<file path="src/rtl/led_blink_multi_if.sv">
// Control/status bundle for the N-channel LED blinker: per-channel levels in,
// registered LED drive and burst-done flags out, plus per-channel FSM state.
interface led_blink_multi_if #(
  parameter int N_CH = 4
);
  // No valid/ready pair: every input is a level the blinker samples on each
  // rising clk edge, and every output is a registered level valid at all times.
  logic [N_CH-1:0]   i_en;
  logic [2*N_CH-1:0] i_sel;
  logic [N_CH-1:0]   i_burst;
  logic [N_CH-1:0]   i_start;
  logic [N_CH-1:0]   o_led;
  logic [N_CH-1:0]   o_done;
  logic [3*N_CH-1:0] dbg_state;

  modport master (
    output i_en, i_sel, i_burst, i_start,
    input  o_led, o_done, dbg_state
  );

  modport slave (
    input  i_en, i_sel, i_burst, i_start,
    output o_led, o_done, dbg_state
  );
endinterface

</file>
<file path="src/rtl/led_blink_multi.sv">
// N independent LED channels, each with four divided blink rates and either
// continuous blinking or a triggered burst of BURST_LEN pulses with a done flag.
module led_blink_multi #(
  parameter int N_CH      = 4,
  parameter int CLK_HZ    = 25_000_000,
  parameter int RATE0_HZ  = 100,
  parameter int RATE1_HZ  = 50,
  parameter int RATE2_HZ  = 10,
  parameter int RATE3_HZ  = 1,
  parameter int BURST_LEN = 3
) (
  input logic              clk,
  input logic              rst,
  led_blink_multi_if.slave bus
);

  localparam int HALF0 = CLK_HZ / (2 * RATE0_HZ);
  localparam int HALF1 = CLK_HZ / (2 * RATE1_HZ);
  localparam int HALF2 = CLK_HZ / (2 * RATE2_HZ);
  localparam int HALF3 = CLK_HZ / (2 * RATE3_HZ);
  localparam int HALF01 = (HALF0 > HALF1) ? HALF0 : HALF1;
  localparam int HALF23 = (HALF2 > HALF3) ? HALF2 : HALF3;
  localparam int HALF_MAX = (HALF01 > HALF23) ? HALF01 : HALF23;
  localparam int CW = $clog2(HALF_MAX) + 1;
  localparam int PW = $clog2(BURST_LEN + 1);

  localparam logic [CW-1:0] H0M1 = CW'(HALF0 - 1);
  localparam logic [CW-1:0] H1M1 = CW'(HALF1 - 1);
  localparam logic [CW-1:0] H2M1 = CW'(HALF2 - 1);
  localparam logic [CW-1:0] H3M1 = CW'(HALF3 - 1);
  localparam logic [PW-1:0] LAST_PULSE = PW'(BURST_LEN - 1);

  if (HALF0 < 1 || HALF1 < 1 || HALF2 < 1 || HALF3 < 1) begin : g_bad_half
    $error("led_blink_multi: a blink rate is too fast for CLK_HZ (half period < 1)");
  end
  if (BURST_LEN < 1) begin : g_bad_burst
    $error("led_blink_multi: BURST_LEN must be at least 1");
  end

  typedef enum logic [2:0] {
    ST_OFF   = 3'd0,
    ST_BLINK = 3'd1,
    ST_ARMED = 3'd2,
    ST_BURST = 3'd3,
    ST_DONE  = 3'd4
  } state_t;

  logic [N_CH-1:0]   led_vec;
  logic [N_CH-1:0]   done_vec;
  logic [3*N_CH-1:0] state_vec;

  for (genvar ch = 0; ch < N_CH; ch++) begin : g_ch
    state_t        state;
    logic [CW-1:0] cnt;
    logic [PW-1:0] pcnt;
    logic [1:0]    sel_q;
    logic          burst_q;
    logic          led;
    logic          done;
    logic [CW-1:0] half_m1;
    logic          at_top;
    logic          en;
    logic          burst_in;
    logic          start;
    logic [1:0]    sel_in;

    assign en       = bus.i_en[ch];
    assign burst_in = bus.i_burst[ch];
    assign start    = bus.i_start[ch];
    assign sel_in   = bus.i_sel[2*ch +: 2];

    always_comb begin
      half_m1 = H0M1;
      case (sel_q)
        2'd0:    half_m1 = H0M1;
        2'd1:    half_m1 = H1M1;
        2'd2:    half_m1 = H2M1;
        default: half_m1 = H3M1;
      endcase
    end

    assign at_top = (cnt == half_m1);

    // Priority: reset, enable low, mode change, rate change, then state action.
    always_ff @(posedge clk) begin
      if (rst) begin
        state   <= ST_OFF;
        cnt     <= '0;
        pcnt    <= '0;
        sel_q   <= '0;
        burst_q <= 1'b0;
        led     <= 1'b0;
        done    <= 1'b0;
      end else if (state == ST_OFF) begin
        led  <= 1'b0;
        done <= 1'b0;
        cnt  <= '0;
        pcnt <= '0;
        if (en) begin
          state   <= burst_in ? ST_ARMED : ST_BLINK;
          sel_q   <= sel_in;
          burst_q <= burst_in;
        end
      end else if (!en) begin
        state <= ST_OFF;
        led   <= 1'b0;
        done  <= 1'b0;
        cnt   <= '0;
        pcnt  <= '0;
      end else if (burst_in != burst_q) begin
        state   <= burst_in ? ST_ARMED : ST_BLINK;
        burst_q <= burst_in;
        led     <= 1'b0;
        done    <= 1'b0;
        cnt     <= '0;
        pcnt    <= '0;
      end else if (sel_in != sel_q) begin
        // The LED keeps its level; the new half period counts from zero.
        sel_q <= sel_in;
        cnt   <= '0;
      end else begin
        case (state)
          ST_BLINK: begin
            if (at_top) begin
              led <= ~led;
              cnt <= '0;
            end else begin
              cnt <= cnt + 1'b1;
            end
          end
          ST_ARMED: begin
            led <= 1'b0;
            cnt <= '0;
            if (start) begin
              state <= ST_BURST;
              done  <= 1'b0;
              pcnt  <= '0;
            end
          end
          ST_BURST: begin
            if (at_top) begin
              cnt <= '0;
              if (led) begin
                led  <= 1'b0;
                pcnt <= pcnt + 1'b1;
                if (pcnt == LAST_PULSE) begin
                  state <= ST_DONE;
                  done  <= 1'b1;
                end
              end else begin
                led <= 1'b1;
              end
            end else begin
              cnt <= cnt + 1'b1;
            end
          end
          ST_DONE: begin
            led  <= 1'b0;
            done <= 1'b1;
            if (start) begin
              state <= ST_BURST;
              done  <= 1'b0;
              cnt   <= '0;
              pcnt  <= '0;
            end
          end
          default: state <= ST_OFF;
        endcase
      end
    end

    assign led_vec[ch]           = led;
    assign done_vec[ch]          = done;
    assign state_vec[3*ch +: 3]  = state;
  end

  assign bus.o_led     = led_vec;
  assign bus.o_done    = done_vec;
  assign bus.dbg_state = state_vec;

endmodule

</file>
<file path="src/flat_wrapper.sv">
// flat-port wrapper written by rule: the top's interface ports become plain ports
module led_blink_multi_flat 
#(
  parameter int N_CH      = 4,
  parameter int CLK_HZ    = 25_000_000,
  parameter int RATE0_HZ  = 100,
  parameter int RATE1_HZ  = 50,
  parameter int RATE2_HZ  = 10,
  parameter int RATE3_HZ  = 1,
  parameter int BURST_LEN = 3
)
  (clk, rst, bus_i_en, bus_i_sel, bus_i_burst, bus_i_start, bus_o_led, bus_o_done, bus_dbg_state);
  led_blink_multi_if #(.N_CH(N_CH)) bus_i ();
  input logic clk;
  input logic rst;
  input wire logic [$bits(bus_i.i_en)-1:0] bus_i_en;
  input wire logic [$bits(bus_i.i_sel)-1:0] bus_i_sel;
  input wire logic [$bits(bus_i.i_burst)-1:0] bus_i_burst;
  input wire logic [$bits(bus_i.i_start)-1:0] bus_i_start;
  output wire logic [$bits(bus_i.o_led)-1:0] bus_o_led;
  output wire logic [$bits(bus_i.o_done)-1:0] bus_o_done;
  output wire logic [$bits(bus_i.dbg_state)-1:0] bus_dbg_state;
  assign bus_i.i_en = bus_i_en;
  assign bus_i.i_sel = bus_i_sel;
  assign bus_i.i_burst = bus_i_burst;
  assign bus_i.i_start = bus_i_start;
  assign bus_o_led = bus_i.o_led;
  assign bus_o_done = bus_i.o_done;
  assign bus_dbg_state = bus_i.dbg_state;
  led_blink_multi #(.N_CH(N_CH), .CLK_HZ(CLK_HZ), .RATE0_HZ(RATE0_HZ), .RATE1_HZ(RATE1_HZ), .RATE2_HZ(RATE2_HZ), .RATE3_HZ(RATE3_HZ), .BURST_LEN(BURST_LEN)) u_core (.clk(clk), .rst(rst), .bus(bus_i));
endmodule
</file>
<file path="config.mk">
export PLATFORM = sky130hd
export DESIGN_NAME = led_blink_multi_flat
export DESIGN_NICKNAME = d
export VERILOG_FILES = /design/src/rtl/led_blink_multi_if.sv /design/src/rtl/led_blink_multi.sv /design/src/flat_wrapper.sv
export SDC_FILE = /design/constraint.sdc
export NUM_CORES = 1
export LEC_CHECK = 0
export ABC_AREA = 1
export CAP_MARGIN = 20
export CORE_UTILIZATION = 60
export CTS_CLUSTER_DIAMETER = 200
export DETAILED_ROUTE_END_ITERATION = 10
export GPL_ROUTABILITY_DRIVEN = 1
export HOLD_SLACK_MARGIN = 0.1
export PLACE_DENSITY_LB_ADDON = 0.05
export SYNTH_ARGS = -nofsm -noshare
export SYNTH_HDL_FRONTEND = slang
export SYNTH_SLANG_ARGS = --single-unit
</file>
<file path="constraint.sdc">
create_clock -name clk -period 2.52 [get_ports clk]
set_input_delay 0.504 -clock clk [delete_from_list [all_inputs] [get_ports clk]]
set_output_delay 0.504 -clock clk [all_outputs]
set_load 0.02 [all_outputs]
</file>
==> results.py <==
metrics = {
    "worst_setup_path": {
        "worst_path_largest_cell_delay_ps": 450,
        "critPathTopFamily": "simple AND/OR/NAND/NOR gates",
        "critical_path.endpoint_type": "register",
        "required_ps": 2850,
        "crit_path_top_delay_cell": "dfxtp_1",
        "worstSetupStartpointType": "register",
        "critPathMaxFanout": 7,
        "worstSetupPathType": "reg -> reg",
        "arrival_ps": 2660,
        "chain_of_cells_forming_the_critical_path": "inv_1 > ha_1 > o21ai_0 > nand3_1 > nor2_1 > nand3_1 > nand2_2 > nand2_2 > nand2_1 > buf_4 > or2_1 > inv_1",
        "setup.reg_to_reg.worst_slack_ps": 190,
        "cp_num_buf_inv": 3,
    },
    "clock_tree": {
        "worst_skew_pair.late_latency_ps": 430,
        "postCtsHoldBufs": 0,
        "ctsResizeCount": 0,
        "worst_setup_hold_path_clk_slew_ps": 60,
        "cts_post_setup_buffers_inserted": 0,
        "cts-root-to-sink-buffers": 2,
        "tritoncts.num_buffers": 17,
        "cts_tree": "done",
        "tritoncts_num_sinks": 140,
        "cts-htree-levels": 4,
        "cts_root_buffer": "clkbuf_16",
    },
    "placed_design": {
        "gp_congestion": 0.933,
        "place_worst_setup_slack_ps": 134,
        "buffer_ports.inserted": 41,
        "final_hpwl_dp_um": 19500,
    },
    "timing": {
        "finalMaxSlewViolations": 0,
        "fin_worst_setup_slack_ps": 189,
        "setup-tns-final_ps": 0,
        "rsz0062_at_grt": "false",
        "final_hold_viol_count": 0,
        "finalSetupViolations": 0,
        "slew_headroom": 0.638,
        "holdWs_ps": 477,
        "worstMarginPinSlew_ps": 540,
        "max_clock_freq_mhz": 429,
        "timing.final.crit_share": 0.925,
        "worst_clk_skew_ps": 8.58,
        "layout_min_cycle_time_ps": 2330,
    },
    "routing": {
        "num_vias": 10294,
        "drtIter0Drc": 782,
        "detail_route.drc_violations": 0,
        "drtPass1Iterations": 8,
        "route.final.wire_length_um": 25900,
        "drtAntennaViolNets": 0,
        "avgViaCountPerCell": 5.45,
        "routed_wire_length_per_instance_um": 13.7,
    },
    "yosys": {
        "yosysTopAreaCellShare": 0.278,
        "postSynthAreaPerCell_um2": 6.24,
        "synth.lib_cells_used.distinct": 49,
        "ys_async_sr_fraction": 0,
        "ys.flop_type": "dfxtp_1",
        "syn_inst": 1614,
        "synth.cell_area_mm2": 0.0101,
        "synth.net_count": 1668,
        "synth-seq-cells": 140,
        "yosysWarnings": 0,
        "area_contributors_post_synth": "dfxtp_1, nand2_1, nor2_1, inv_1, nand3_1",
        "yosysTopAreaCell": "dfxtp_1",
        "number_of_synthesized_flops_with_an_enable_pin": 0,
        "yosysSeqAreaShare": 0.278,
    },
    "floorplanning": {
        "die_height_um": 132,
        "rows": 47,
        "initial_utilization": 0.612,
        "die_width_um": 132,
        "core_mm2": 0.0165,
        "die-area_mm2": 0.0173,
        "io-pin-count": 42,
    },
    "run_status": {
        "outcome": "finished, final reports clean",
    },
    "layout": {
        "layout-area-overhead-vs-synth_pct": 11.4,
        "final_layout_size_suffix_gt1_frac": 0.0970,
        "insertedDiodeCount": 0,
        "final_net_count": 1712,
    },
    "grt": {
        "antenna_violations_before_repair": 0,
        "wire_length_of_the_first_global_routing_pass_um": 43300,
        "gr-usage-all-layers": 0.304,
        "grt_overflow_total": 0,
        "grt_start_max_net_pins": 19,
        "via_count_of_the_first_global_routing_pass": 9313,
    },
    "min_path": {
        "hold_path_class": "reg -> reg",
    },
    "power_and_ir_drop": {
        "ir_worst_vdd_mv": 0.554,
        "power_leakage_nw": 4.53,
        "power-per-cell-area_mw_per_mm2": 758,
    },
    "flow_run": {
        "drv_cap": 0,
    },
}
kinds of logic after synthesis:
logic type / synth area share
buffers and inverters: 0.107
AND/OR/NAND/NOR: 0.418
flip-flops: 0.278
AO/OA/AOI/OAI: 0.108
adder cells (fa/ha/maj): 0.0397
XOR/XNOR: 0.0487
tightest hold or removal path, cell delays in order (launching register included):
cell     delay, ps
dfxtp_1        310
inv_1           70
a21oi_1         60
registers in the layout, summed over array words and instances, names as in the netlist:
register,count
u_core.g_ch.burst_q,4
u_core.g_ch.cnt,100
u_core.g_ch.done,4
u_core.g_ch.led,4
u_core.g_ch.pcnt,8
u_core.g_ch.sel_q,8
u_core.g_ch.state,12
metrics by stage:
stage	utilization	power, mW	cells	instance area (um^2)
after floorplan	-	5.17	1614	10100
after global placement	0.647	6.00	1859	10700
after detailed placement	0.647	6.03	1859	10700
after CTS	0.681	8.49	1890	11200
after global routing	0.682	9.05	1890	11200
final	0.682	8.50	1890	11200
synthesized netlist by cell type (6+ instances only):
master and instances:
xor2_1 40, nand2_4 8, dfxtp_1 140, nand2_1 388
nor3_1 57, nor2_1 238, nor4_1 6, xnor2_1 16
nor2_4 8, buf_2 14, ha_1 32, inv_2 18
nand3_1 112, nand2_2 18, inv_1 201, buf_4 11
a31oi_1 9, buf_6 6, nand4_1 38, o21ai_1 8
a21oi_1 91, o21ai_0 62, nor3_2 10, nor2_2 24
or2_2 7
cells in the final DEF, fill, tap and decap left out, drive strengths merged, types with 2 or more instances in the layout:
master         count
o211ai             2
o21a               2
a31o               2
a21oi             96
nor2             270
o21ai             72
o21bai             5
xnor2             16
xor2              40
nor3b              3
bufinv             2
a41oi              3
or2                9
clkdlybuf4s50     41
inv              220
ha                32
dfxtp            140
a31oi              9
nand2            414
nor4               7
a211oi             2
nand3            117
clkinv             6
nand4             38
clkbuf            23
nor3              67
nand3b             4
buf               19
o22ai              5
worst paths after layout:
path / end / start / cells past startpoint
worst max register to register: u_core.g_ch[3].cnt[2]$_SDFFE_PP0P_ / u_core.g_ch[3].sel_q[1]$_SDFFE_PP0P_ / 12
worst min-delay path: u_core.g_ch[3].pcnt[0]$_SDFFE_PP0P_ / u_core.g_ch[3].pcnt[0]$_SDFFE_PP0P_ / 2
worst max-delay path: u_core.g_ch[3].cnt[2]$_SDFFE_PP0P_ / u_core.g_ch[3].sel_q[1]$_SDFFE_PP0P_ / 12
worst min register to register: u_core.g_ch[3].pcnt[0]$_SDFFE_PP0P_ / u_core.g_ch[3].pcnt[0]$_SDFFE_PP0P_ / 2
where the power goes:
group          internal [mW]  switching [mW]  leakage [nW]
Combinational           1.18            2.34          3.12
Clock                   1.49           0.956         0.277
Sequential              2.34           0.192          1.13
Total                   5.01            3.49          4.53
routing by layer:
layer,global-route usage,up-vias,wire (um)
li1,-,5267,-
met1,0.406,4649,12000
met2,0.495,344,12100
met3,0.0525,34,1530
met4,0.0995,0,380
met5,0,-,0
layout make-up:
type / instances / area [um^2]
Sequential cell: 140 / 2810
Inverter: 221 / 832
Clock buffer: 23 / 468
Timing Repair Buffer: 60 / 553
Multi-Input combinational cell: 1218 / 6190
Clock inverter: 8 / 92.6
Fill cell: 1495 / 5240
Tap cell: 220 / 275
Power figures use the tool's default switching activity.
